===== src/rtl/mem_port_arbiter_pkg.sv =====
// Shared types for the IF/MEM unified-memory arbiter.
// The processor top also takes its default bus widths from here.
package mem_port_arbiter_pkg;
  localparam int DEF_ADDR_W = 32;
  localparam int DEF_DATA_W = 32;
  localparam int CNT_W      = 4;  // wide enough for LATENCY up to 15

  typedef enum logic [1:0] {ST_IDLE, ST_ACCESS, ST_DONE} arb_state_e;
  typedef enum logic {GNT_IF, GNT_MEM} gnt_e;
endpackage


===== src/rtl/mem_port_arbiter_priority_sel.sv =====
// Grant select: MEM (older instruction) wins ties unless IF has waited
// through STARVE_MAX consecutive MEM grants.
module arb_priority_sel
  import mem_port_arbiter_pkg::*;
#(
  parameter int STARVE_MAX = 4,
  parameter int SW         = 3
) (
  input  logic          if_req,
  input  logic          mem_req,
  input  logic [SW-1:0] starve_cnt,
  output gnt_e          gnt
);
  logic if_forced;

  always_comb begin
    if_forced = if_req && (starve_cnt == SW'(STARVE_MAX));
    gnt       = (mem_req && !if_forced) ? GNT_MEM : GNT_IF;
  end
endmodule


===== src/rtl/mem_port_arbiter.sv =====
// Serialises IF fetches and MEM loads/stores onto one single-port memory
// with a fixed access latency, and freezes the pipeline while one is pending.
module mem_port_arbiter
  import mem_port_arbiter_pkg::*;
#(
  parameter int ADDR_W     = DEF_ADDR_W,
  parameter int DATA_W     = DEF_DATA_W,
  parameter int LATENCY    = 2,
  parameter int STARVE_MAX = 4
) (
  input  logic              clk,
  input  logic              rst,
  input  logic              if_req,
  input  logic [ADDR_W-1:0] if_addr,
  output logic [DATA_W-1:0] if_rdata,
  output logic              if_ready,
  input  logic              mem_req,
  input  logic              mem_we,
  input  logic [ADDR_W-1:0] mem_addr,
  input  logic [DATA_W-1:0] mem_wdata,
  output logic [DATA_W-1:0] mem_rdata,
  output logic              mem_ready,
  output logic              ram_en,
  output logic              ram_we,
  output logic [ADDR_W-3:0] ram_addr,
  output logic [DATA_W-1:0] ram_wdata,
  input  logic [DATA_W-1:0] ram_rdata,
  output logic              freeze
);
  localparam int SW = $clog2(STARVE_MAX + 1);

  arb_state_e       state_q, state_d;
  gnt_e             gnt_sel, gnt_q;
  logic             store_q;
  logic [CNT_W-1:0] cnt_q;
  logic [SW-1:0]    starve_q;
  logic             grant_fire, done_fire;

  // Byte offset is dropped on purpose; misaligned accesses just round down.
  logic unused_addr_lsbs;
  assign unused_addr_lsbs = ^{if_addr[1:0], mem_addr[1:0]};

  arb_priority_sel #(.STARVE_MAX(STARVE_MAX), .SW(SW)) u_sel (
    .if_req     (if_req),
    .mem_req    (mem_req),
    .starve_cnt (starve_q),
    .gnt        (gnt_sel)
  );

  always_ff @(posedge clk or negedge rst) begin
    if (!rst) state_q <= ST_IDLE;
    else      state_q <= state_d;
  end

  always_comb begin
    state_d = state_q;
    unique case (state_q)
      ST_IDLE:   if (if_req || mem_req) state_d = ST_ACCESS;
      ST_ACCESS: if (cnt_q == CNT_W'(1)) state_d = ST_DONE;
      ST_DONE:   state_d = ST_IDLE;
      default:   state_d = ST_IDLE;
    endcase
  end

  always_comb begin
    grant_fire = (state_q == ST_IDLE) && (if_req || mem_req);
    done_fire  = (state_q == ST_ACCESS) && (cnt_q == CNT_W'(1));
  end

  // Grant capture, strobe and latency count.
  always_ff @(posedge clk or negedge rst) begin
    if (!rst) begin
      gnt_q     <= GNT_IF;
      store_q   <= 1'b0;
      cnt_q     <= '0;
      ram_en    <= 1'b0;
      ram_we    <= 1'b0;
      ram_addr  <= '0;
      ram_wdata <= '0;
    end else begin
      ram_en <= grant_fire;
      ram_we <= grant_fire && (gnt_sel == GNT_MEM) && mem_we;
      if (grant_fire) begin
        gnt_q   <= gnt_sel;
        store_q <= (gnt_sel == GNT_MEM) && mem_we;
        cnt_q   <= CNT_W'(LATENCY);
        if (gnt_sel == GNT_MEM) begin
          ram_addr  <= mem_addr[ADDR_W-1:2];
          ram_wdata <= mem_wdata;
        end else begin
          ram_addr  <= if_addr[ADDR_W-1:2];
        end
      end else if (state_q == ST_ACCESS) begin
        cnt_q <= cnt_q - CNT_W'(1);
      end
    end
  end

  // Starvation counter only advances on MEM grants that overtook a waiting IF.
  always_ff @(posedge clk or negedge rst) begin
    if (!rst) begin
      starve_q <= '0;
    end else if (grant_fire) begin
      if (gnt_sel == GNT_IF)
        starve_q <= '0;
      else if (if_req && starve_q != SW'(STARVE_MAX))
        starve_q <= starve_q + SW'(1);
    end
  end

  always_ff @(posedge clk or negedge rst) begin
    if (!rst) begin
      if_ready  <= 1'b0;
      mem_ready <= 1'b0;
      if_rdata  <= '0;
      mem_rdata <= '0;
    end else begin
      if_ready  <= done_fire && (gnt_q == GNT_IF);
      mem_ready <= done_fire && (gnt_q == GNT_MEM);
      if (done_fire && gnt_q == GNT_IF)
        if_rdata <= ram_rdata;
      if (done_fire && gnt_q == GNT_MEM && !store_q)
        mem_rdata <= ram_rdata;
    end
  end

  assign freeze = (if_req && !if_ready) || (mem_req && !mem_ready);
endmodule


===== config.mk =====
export PLATFORM = sky130hd
export DESIGN_NAME = mem_port_arbiter
export DESIGN_NICKNAME = d
export VERILOG_FILES = /design/src/rtl/mem_port_arbiter_pkg.sv /design/src/rtl/mem_port_arbiter_priority_sel.sv /design/src/rtl/mem_port_arbiter.sv
export SDC_FILE = /design/constraint.sdc
export NUM_CORES = 1
export LEC_CHECK = 0
export ABC_AREA = 1
export CORE_ASPECT_RATIO = 0.5
export CORE_MARGIN = 1
export CORE_UTILIZATION = 47
export CTS_BUF_LIST = sky130_fd_sc_hd__clkbuf_4 sky130_fd_sc_hd__clkbuf_8
export DETAILED_ROUTE_END_ITERATION = 6
export PLACE_DENSITY = 0.88
export SETUP_SLACK_MARGIN = 0.1
export SLEW_MARGIN = 10
export SYNTH_ARGS = -nofsm -noshare
export SYNTH_HDL_FRONTEND = slang
export SYNTH_SLANG_ARGS = --single-unit

===== constraint.sdc =====
create_clock -name clk -period 3.66 [get_ports clk]
set_input_delay 0.549 -clock clk [delete_from_list [all_inputs] [get_ports clk]]
set_output_delay 0.549 -clock clk [all_outputs]
set_load 0.01 [all_outputs]

==> run_results.csv, run 1 <==
group,metric,value,unit
outcome,status,"completed",
route,routedWlPerCell,15.93,um
cts,ctsHoldBuffers,0,
layout,fin_nets,1096,
worst_setup_path,critPathKind,"in2out",
sta,maxSlewViolCount,0,
layout,diodes,0,
global_route,grt_pass1_wl,27860,um
sta,worst_hold_slack,167.5,ps
floorplan,io_pins,264,
cts,clock_path_buffers,2,
global_route,grt.overflow.total,0,
placed_design,dp_hpwl,12060,um
layout,final_cell_area,9198,sq um
floorplan,die_x,163.2,um
worst_setup_path,crit_start,"mem_req",
placed_design,placed_cell_area,8767,sq um
floorplan,fp.dieH,82.61,um
sta,setup_slack,936.6,ps
min_path,hold_class,"in2async",
floorplan,core_area,12660,sq um
yosys,synthCells,713,
cts,root_buffer,"clkbuf_8",
route,wirelength_met1,7127,um
route,drt-initial-drc-count,398,
yosys,yosysSeqAreaShare,57.76,%
yosys,synth_seq_cells,141,
route,vias_per_cell,5.145,
yosys,avgSynthCellArea,8.567,sq um
layout,drive_above_1_share,5.561,%
sta,fmax,367.2,MHz
global_route,grt_max_degree,82,
worst_setup_path,crit_arrival,2170,ps
route,via_count,5870,
cts,htree_levels,4,
global_route,grt_pass1_vias,5653,
sta,min_period,2723,ps
worst_setup_path,rr_endpoint,"ram_wdata[25]",
sta,timing.final.setup_violations,0,
worst_setup_path,startpoint_type,"input port",
yosys,yosysUniqueCellTypes,26,
cts,numCtsBuffers,17,
cts,clk_pin_slew_worst_paths,80,ps
worst_setup_path,critPathMaxFanout,13,
worst_setup_path,r2r-start,"starve_q[0]",
yosys,ys_warn_count,0,
floorplan,fp-row-count,29,
route,drc,0,
sta,grt_setup_unrepaired,"no",
route,wirelength,18180,um
global_route,track_usage,26.94,%
worst_setup_path,r2r_setup_slack,1250,ps
sta,finalCritPeriodShare,74.41,%
placed_design,io_buffers,259,
sta,slew_headroom,31.89,%
global_route,antenna_found_initial,0,
layout,syn2layout_area_growth,50.57,%
cts,cts.repair.resized,0,
power_and_ir_drop,vdd_ir_drop_max,0.4432,mV
yosys,synthArstFlopShare,100.0,%
layout,layout_common_cells,"nand2_1 (352), clkdlybuf4s50_1 (258), dfrtp_1 (141), inv_1 (41), nand3_1 (37)",
route,route.met3.wl,978,um
power_and_ir_drop,p_leak,4.502,nW
sta,setup_tns,0,ps
route,ant_nets,0,
route,drtPass1Iterations,5,
route,top_layer,"met4",
worst_setup_path,endpoint,"freeze",
cts,cts.sinks,141,
sta,worst_pin_slew,1015,ps
job,drv_cap,0,
worst_setup_path,cp_data_required_time,3110,ps
layout,layout_commonest_cell,"nand2_1",
yosys,synth_edf_count,0,
cts,cts_tree,"yes",
yosys,syn_nets,850,
yosys,ys.flop_type,"dfrtp_1",
worst_setup_path,worstSetupEndpointType,"output port",
worst_setup_path,ff2ff_path_depth,9,
power_and_ir_drop,p_per_area,837.3,nW/um^2
sta,hold_viol_final,0,
cts,post-cts-setup-buffer-count,0,
placed_design,place_ws,535.7,ps
placed_design,gp_congestion,0.8031,
cts,clk_latency,430,ps
floorplan,die-area,13480,sq um
yosys,synth_area,6108,sq um
sta,clock_skew,14.88,ps
floorplan,initial_utilization,48.24,%
route,wl_met2,9426,um
## logic make-up after synthesis
family                     count (synthesis)  share of synthesized area (%)
AOI/OAI and AO/OA                         13                          1.332
xor gates and xnor gates                   2                         0.2868
adders and majority gates                  4                         0.8194
buffers and inverters                     87                          6.555
DFF                                      141                          57.76
and+or+nand+nor                          466                          33.24
## cells in the mapped netlist, types with 2 or more instances
master | n | share of area [%]
buf_1 | 2 | 0.12
buf_2 | 17 | 1.4
buf_4 | 8 | 0.98
buf_6 | 3 | 0.55
clkbuf_1 | 11 | 0.68
dfrtp_1 | 141 | 58
ha_1 | 4 | 0.82
inv_1 | 41 | 2.5
inv_2 | 4 | 0.25
nand2_1 | 352 | 22
nand2_2 | 3 | 0.31
nand3_1 | 37 | 3.0
nand3b_1 | 30 | 3.7
nand4_1 | 33 | 3.4
nor2_1 | 6 | 0.37
nor2_4 | 4 | 0.74
o21ai_0 | 8 | 0.66
## area by class of cell
class,count,area [sq um]
Fill cell,907,3466
Multi-Input combinational cell,485,2180
Clock buffer,20,262.8
Inverter,46,172.7
Tap cell,170,212.7
Clock inverter,11,167.7
Sequential cell,141,3528
Timing Repair Buffer,268,2674
## flip-flops by register name (all words and copies together), names as in the netlist
name and count:
if_ready 1, mem_rdata 32, ram_we 1, mem_ready 1, if_rdata 32, store_q 1, state_q 2, ram_wdata 32
ram_en 1, cnt_q 4, gnt_q 1, starve_q 3, ram_addr 30
## worst min path at each step
| stage | end | slack [ps] |
|---|---|---|
| after floorplan | cnt_q[0] | 250 |
| after global placement | mem_rdata[15] | 450 |
| after detailed placement | mem_rdata[25] | 460 |
| after CTS | ram_addr[3] | 180 |
| after global routing | ram_addr[4] | 210 |
| final | ram_addr[4] | 170 |
## report_power, final
| group | leakage [nW] | switching, mW | internal [mW] |
|---|---|---|---|
| clock network | 0.215 | 0.599 | 0.771 |
| logic | 2.58 | 1.80 | 1.77 |
| registers | 1.71 | 0.442 | 2.32 |
| total | 4.50 | 2.84 | 4.86 |
## metrics by stage
stage	power (mW)	utilization, %	instances
CTS	7.727	72.63	1141
detailed placement	6.308	69.23	1110
global route	8.177	72.63	1141
global placement	6.155	69.23	1110
floorplan	4.319	-	713
finish	7.701	72.63	1141
## layer usage
metal | up-vias | track usage (%)
li1 | 2729 | -
met1 | 2845 | 30.83
met2 | 241 | 49.28
met3 | 55 | 4.895
met4 | 0 | 14.30
met5 | - | 0
## worst max-delay path: stages
cell and delay [ps]:
clkdlybuf4s50_1 760, inv_1 100, o22ai_1 170, clkdlybuf4s50_1 590
No activity file was read; power rests on OpenSTA's default activity.
==> inputs of run 2 (changes only) <==
--- a/config.mk
+++ b/config.mk
@@ -8,10 +8,10 @@
 export ABC_AREA = 1
 export CORE_ASPECT_RATIO = 0.5
 export CORE_MARGIN = 1
-export CORE_UTILIZATION = 47
+export CORE_UTILIZATION = 40
 export CTS_BUF_LIST = sky130_fd_sc_hd__clkbuf_4 sky130_fd_sc_hd__clkbuf_8
 export DETAILED_ROUTE_END_ITERATION = 6
-export PLACE_DENSITY = 0.88
+export PLACE_DENSITY = 0.8
 export SETUP_SLACK_MARGIN = 0.1
 export SLEW_MARGIN = 10
 export SYNTH_ARGS = -nofsm -noshare
==> constraint.sdc (replaced) <==
create_clock -name clk -period 2.35 [get_ports clk]
set_input_delay 0.3525 -clock clk [delete_from_list [all_inputs] [get_ports clk]]
set_output_delay 0.3525 -clock clk [all_outputs]
set_load 0.01 [all_outputs]
==> run 2 against run 1 <==
  * Clock skew increased by 3.6 ps
  * Die area increased by 17%
  * Critical path depth unchanged
  * Count of clock-buffer cells in the layout decreased by 2
  * Final cell count increased by 3.0%
  * Final area increased by 0.54%
  * Register-to-register slack got worse by 710 ps
  * Wire length decreased by 4.0%
  * Global-route usage decreased by 4.7 points
  * Via count decreased by 5.3%
  * Combinational power increased by 53%
  * Non-clock buffer count increased by 5
==> run_results.csv, run 2 (synthesis results as in run 1) <==
group,metric,value,unit
power_and_ir_drop,p_clk_share,17.1,%
cts,post-cts-setup-buffer-count,0,
floorplan,initial_utilization,41.55,%
worst_setup_path,worstSetupEndpointType,"output port",
cts,clk_pin_slew_worst_paths,90,ps
power_and_ir_drop,p_int,7.375,mW
power_and_ir_drop,power_switching,4.409,mW
sta,worst_pin_slew,693.8,ps
cts,ctsHoldBuffers,1,
cts,cts.repair.resized,0,
sta,setup_tns,0,ps
layout,biggestRegsByFlops,"if_rdata (32), mem_rdata (32), ram_wdata (32)",
cts,cts.sinks,141,
worst_setup_path,crit_top_cell,"clkdlybuf4s50_1",
placed_design,gp_congestion,0.7633,
worst_setup_path,rr_endpoint,"if_rdata[10]",
job,drv_cap,0,
placed_design,dp_hpwl,12120,um
floorplan,die_x,176.8,um
cts,clock_path_buffers,2,
outcome,status,"completed",
sta,finalCritPeriodShare,88.36,%
power_and_ir_drop,p_per_area,1274,nW/um^2
layout,syn2layout_area_growth,51.39,%
placed_design,io_buffers,259,
sta,hold_viol_final,0,
sta,slew_headroom,53.74,%
sta,fmax,481.6,MHz
route,top_layer,"met4",
worst_setup_path,path_delay_family,"buffers and inverters",
layout,layout_common_cells,"nand2_1 (352), clkdlybuf4s50_1 (258), dfrtp_1 (141), inv_1 (41), nand3_1 (37)",
sta,clock_skew,18.48,ps
cts,clk_latency,440,ps
worst_setup_path,crit_arrival,1720,ps
worst_setup_path,path_buf_inv,3,
layout,fin_nets,1101,
global_route,antenna_found_initial,0,
floorplan,io_pins,264,
cts,cts_tree,"yes",
route,ant_nets,0,
worst_setup_path,startpoint_type,"input port",
sta,grt_setup_unrepaired,"no",
worst_setup_path,ff2ff_path_depth,9,
min_path,hp-start,"mem_wdata[16]",
worst_setup_path,critPathMaxFanout,3,
worst_setup_path,slowest_stage,"clkdlybuf4s50_1",
worst_setup_path,cp_data_required_time,2000,ps
floorplan,core_area,14700,sq um
worst_setup_path,crit_chain,"clkdlybuf4s50_1 -> inv_1 -> o22ai_1 -> clkdlybuf4s50_1",
power_and_ir_drop,netSwitchingFraction,37.42,%
power_and_ir_drop,p_leak,4.508,nW
worst_setup_path,r2r_setup_slack,540,ps
min_path,hold_class,"in2reg",
floorplan,fp.dieH,89.38,um
cts,numCtsBuffers,17,
global_route,track_usage,22.26,%
sta,min_period,2076,ps
placed_design,placed_cell_area,8832,sq um
power_and_ir_drop,pwr-share-comb,46.3,%
power_and_ir_drop,fin_total_pwr,11.78,mW
cts,htree_levels,4,
min_path,hold_depth,3,
global_route,grt_pass1_wl,27050,um
layout,num-fill-cells,1195,
worst_setup_path,cpPeakStageDelay,570,ps
power_and_ir_drop,seqPwrFrac,36.5,%
worst_setup_path,critPathKind,"in2out",
sta,timing.final.setup_violations,0,
global_route,grt.overflow.total,0,
min_path,min_to,"ram_wdata[16]",
route,wirelength_met1,7225,um
layout,diodes,0,
route,drt-initial-drc-count,266,
route,via_count,5561,
layout,final_cell_area,9248,sq um
floorplan,die-area,15800,sq um
route,route.met3.wl,828,um
power_and_ir_drop,vdd_ir_drop_max,0.4888,mV
floorplan,fp-row-count,31,
global_route,grt_pass1_vias,5266,
layout,layout_commonest_cell,"nand2_1",
layout,drive_above_1_share,6.039,%
global_route,grt_max_degree,75,
route,routedWlPerCell,14.85,um
route,wl_met2,9013,um
route,drtPass1Iterations,5,
route,wirelength,17450,um
sta,maxSlewViolCount,0,
route,drc,0,
worst_setup_path,r2r-start,"cnt_q[1]",
route,vias_per_cell,4.733,
sta,setup_slack,273.6,ps
placed_design,place_ws,206.6,ps
cts,root_buffer,"clkbuf_8",
[run 2: cell types whose count changed in the layout (fill, tap and decap cells not counted)]
cell,previous run,this run
inv_6,0,6
buf_4,8,12
bufinv_16,4,2
clkbuf_4,2,0
clkinv_2,3,1
clkinvlp_4,2,3
dlygate4sd3_1,0,1
[run 2: tightest hold or removal path, cell delays in order]
cell and delay, ps:
clkdlybuf4s50_1 390, nand2_1 60, nand2_1 40
[run 2: final cells by class]
| class | count | area [sq um] | area share, % |
|---|---|---|---|
| multi-input cells | 485 | 2180 | 23.57 |
| inverters | 46 | 172.7 | 1.867 |
| clock inverters | 14 | 157.7 | 1.705 |
| well taps | 198 | 247.7 | 2.679 |
| repair buffers | 273 | 2714 | 29.35 |
| flip-flops and latches | 141 | 3528 | 38.15 |
| clock buffers | 18 | 247.7 | 2.679 |
[run 2: how the worst max path moves through the flow]
stage | startpoint | end | slack, ps | cells after the start
floorplan | mem_req | freeze | 930 | 4
global placement | mem_req | ram_wdata[17] | 260 | 7
detailed placement | mem_req | ram_wdata[28] | 210 | 7
CTS | if_req | freeze | 270 | 4
global route | if_req | freeze | 220 | 4
finish | if_req | freeze | 270 | 4
[run 2: through the flow]
step	utilization [%]	hold WS, ps	instances
2_1_floorplan	-	56.91	713
3_3_place_gp	60.08	414.2	1142
3_5_place_dp	60.08	421.2	1142
4_1_cts	62.91	418.5	1175
5_1_grt	62.91	434.4	1175
6_report	62.91	432.2	1175
[run 2: power groups by stage]
stage	registers (mW)	clock network [mW]	logic (mW)
floorplan	4.79	0	1.94
global placement	4.28	0	5.37
detailed placement	4.33	0	5.49
CTS	4.30	2.05	5.52
global route	4.44	2.17	5.94
finish	4.30	2.02	5.46
[run 2: layer usage]
metal / vias to the layer above / global-route usage (%)
met5: - / 0
met4: 0 / 9.404
met3: 32 / 4.592
met2: 166 / 39.43
met1: 2630 / 26.97
li1: 2733 / -
==> inputs of run 3 (changes only) <==
--- a/config.mk
+++ b/config.mk
@@ -12,7 +12,6 @@
 export CTS_BUF_LIST = sky130_fd_sc_hd__clkbuf_4 sky130_fd_sc_hd__clkbuf_8
 export DETAILED_ROUTE_END_ITERATION = 6
 export PLACE_DENSITY = 0.8
-export SETUP_SLACK_MARGIN = 0.1
 export SLEW_MARGIN = 10
 export SYNTH_ARGS = -nofsm -noshare
 export SYNTH_HDL_FRONTEND = slang
==> results of run 3 <==
Same layout as run 2: the final DEF is identical, and so are final timing and power.
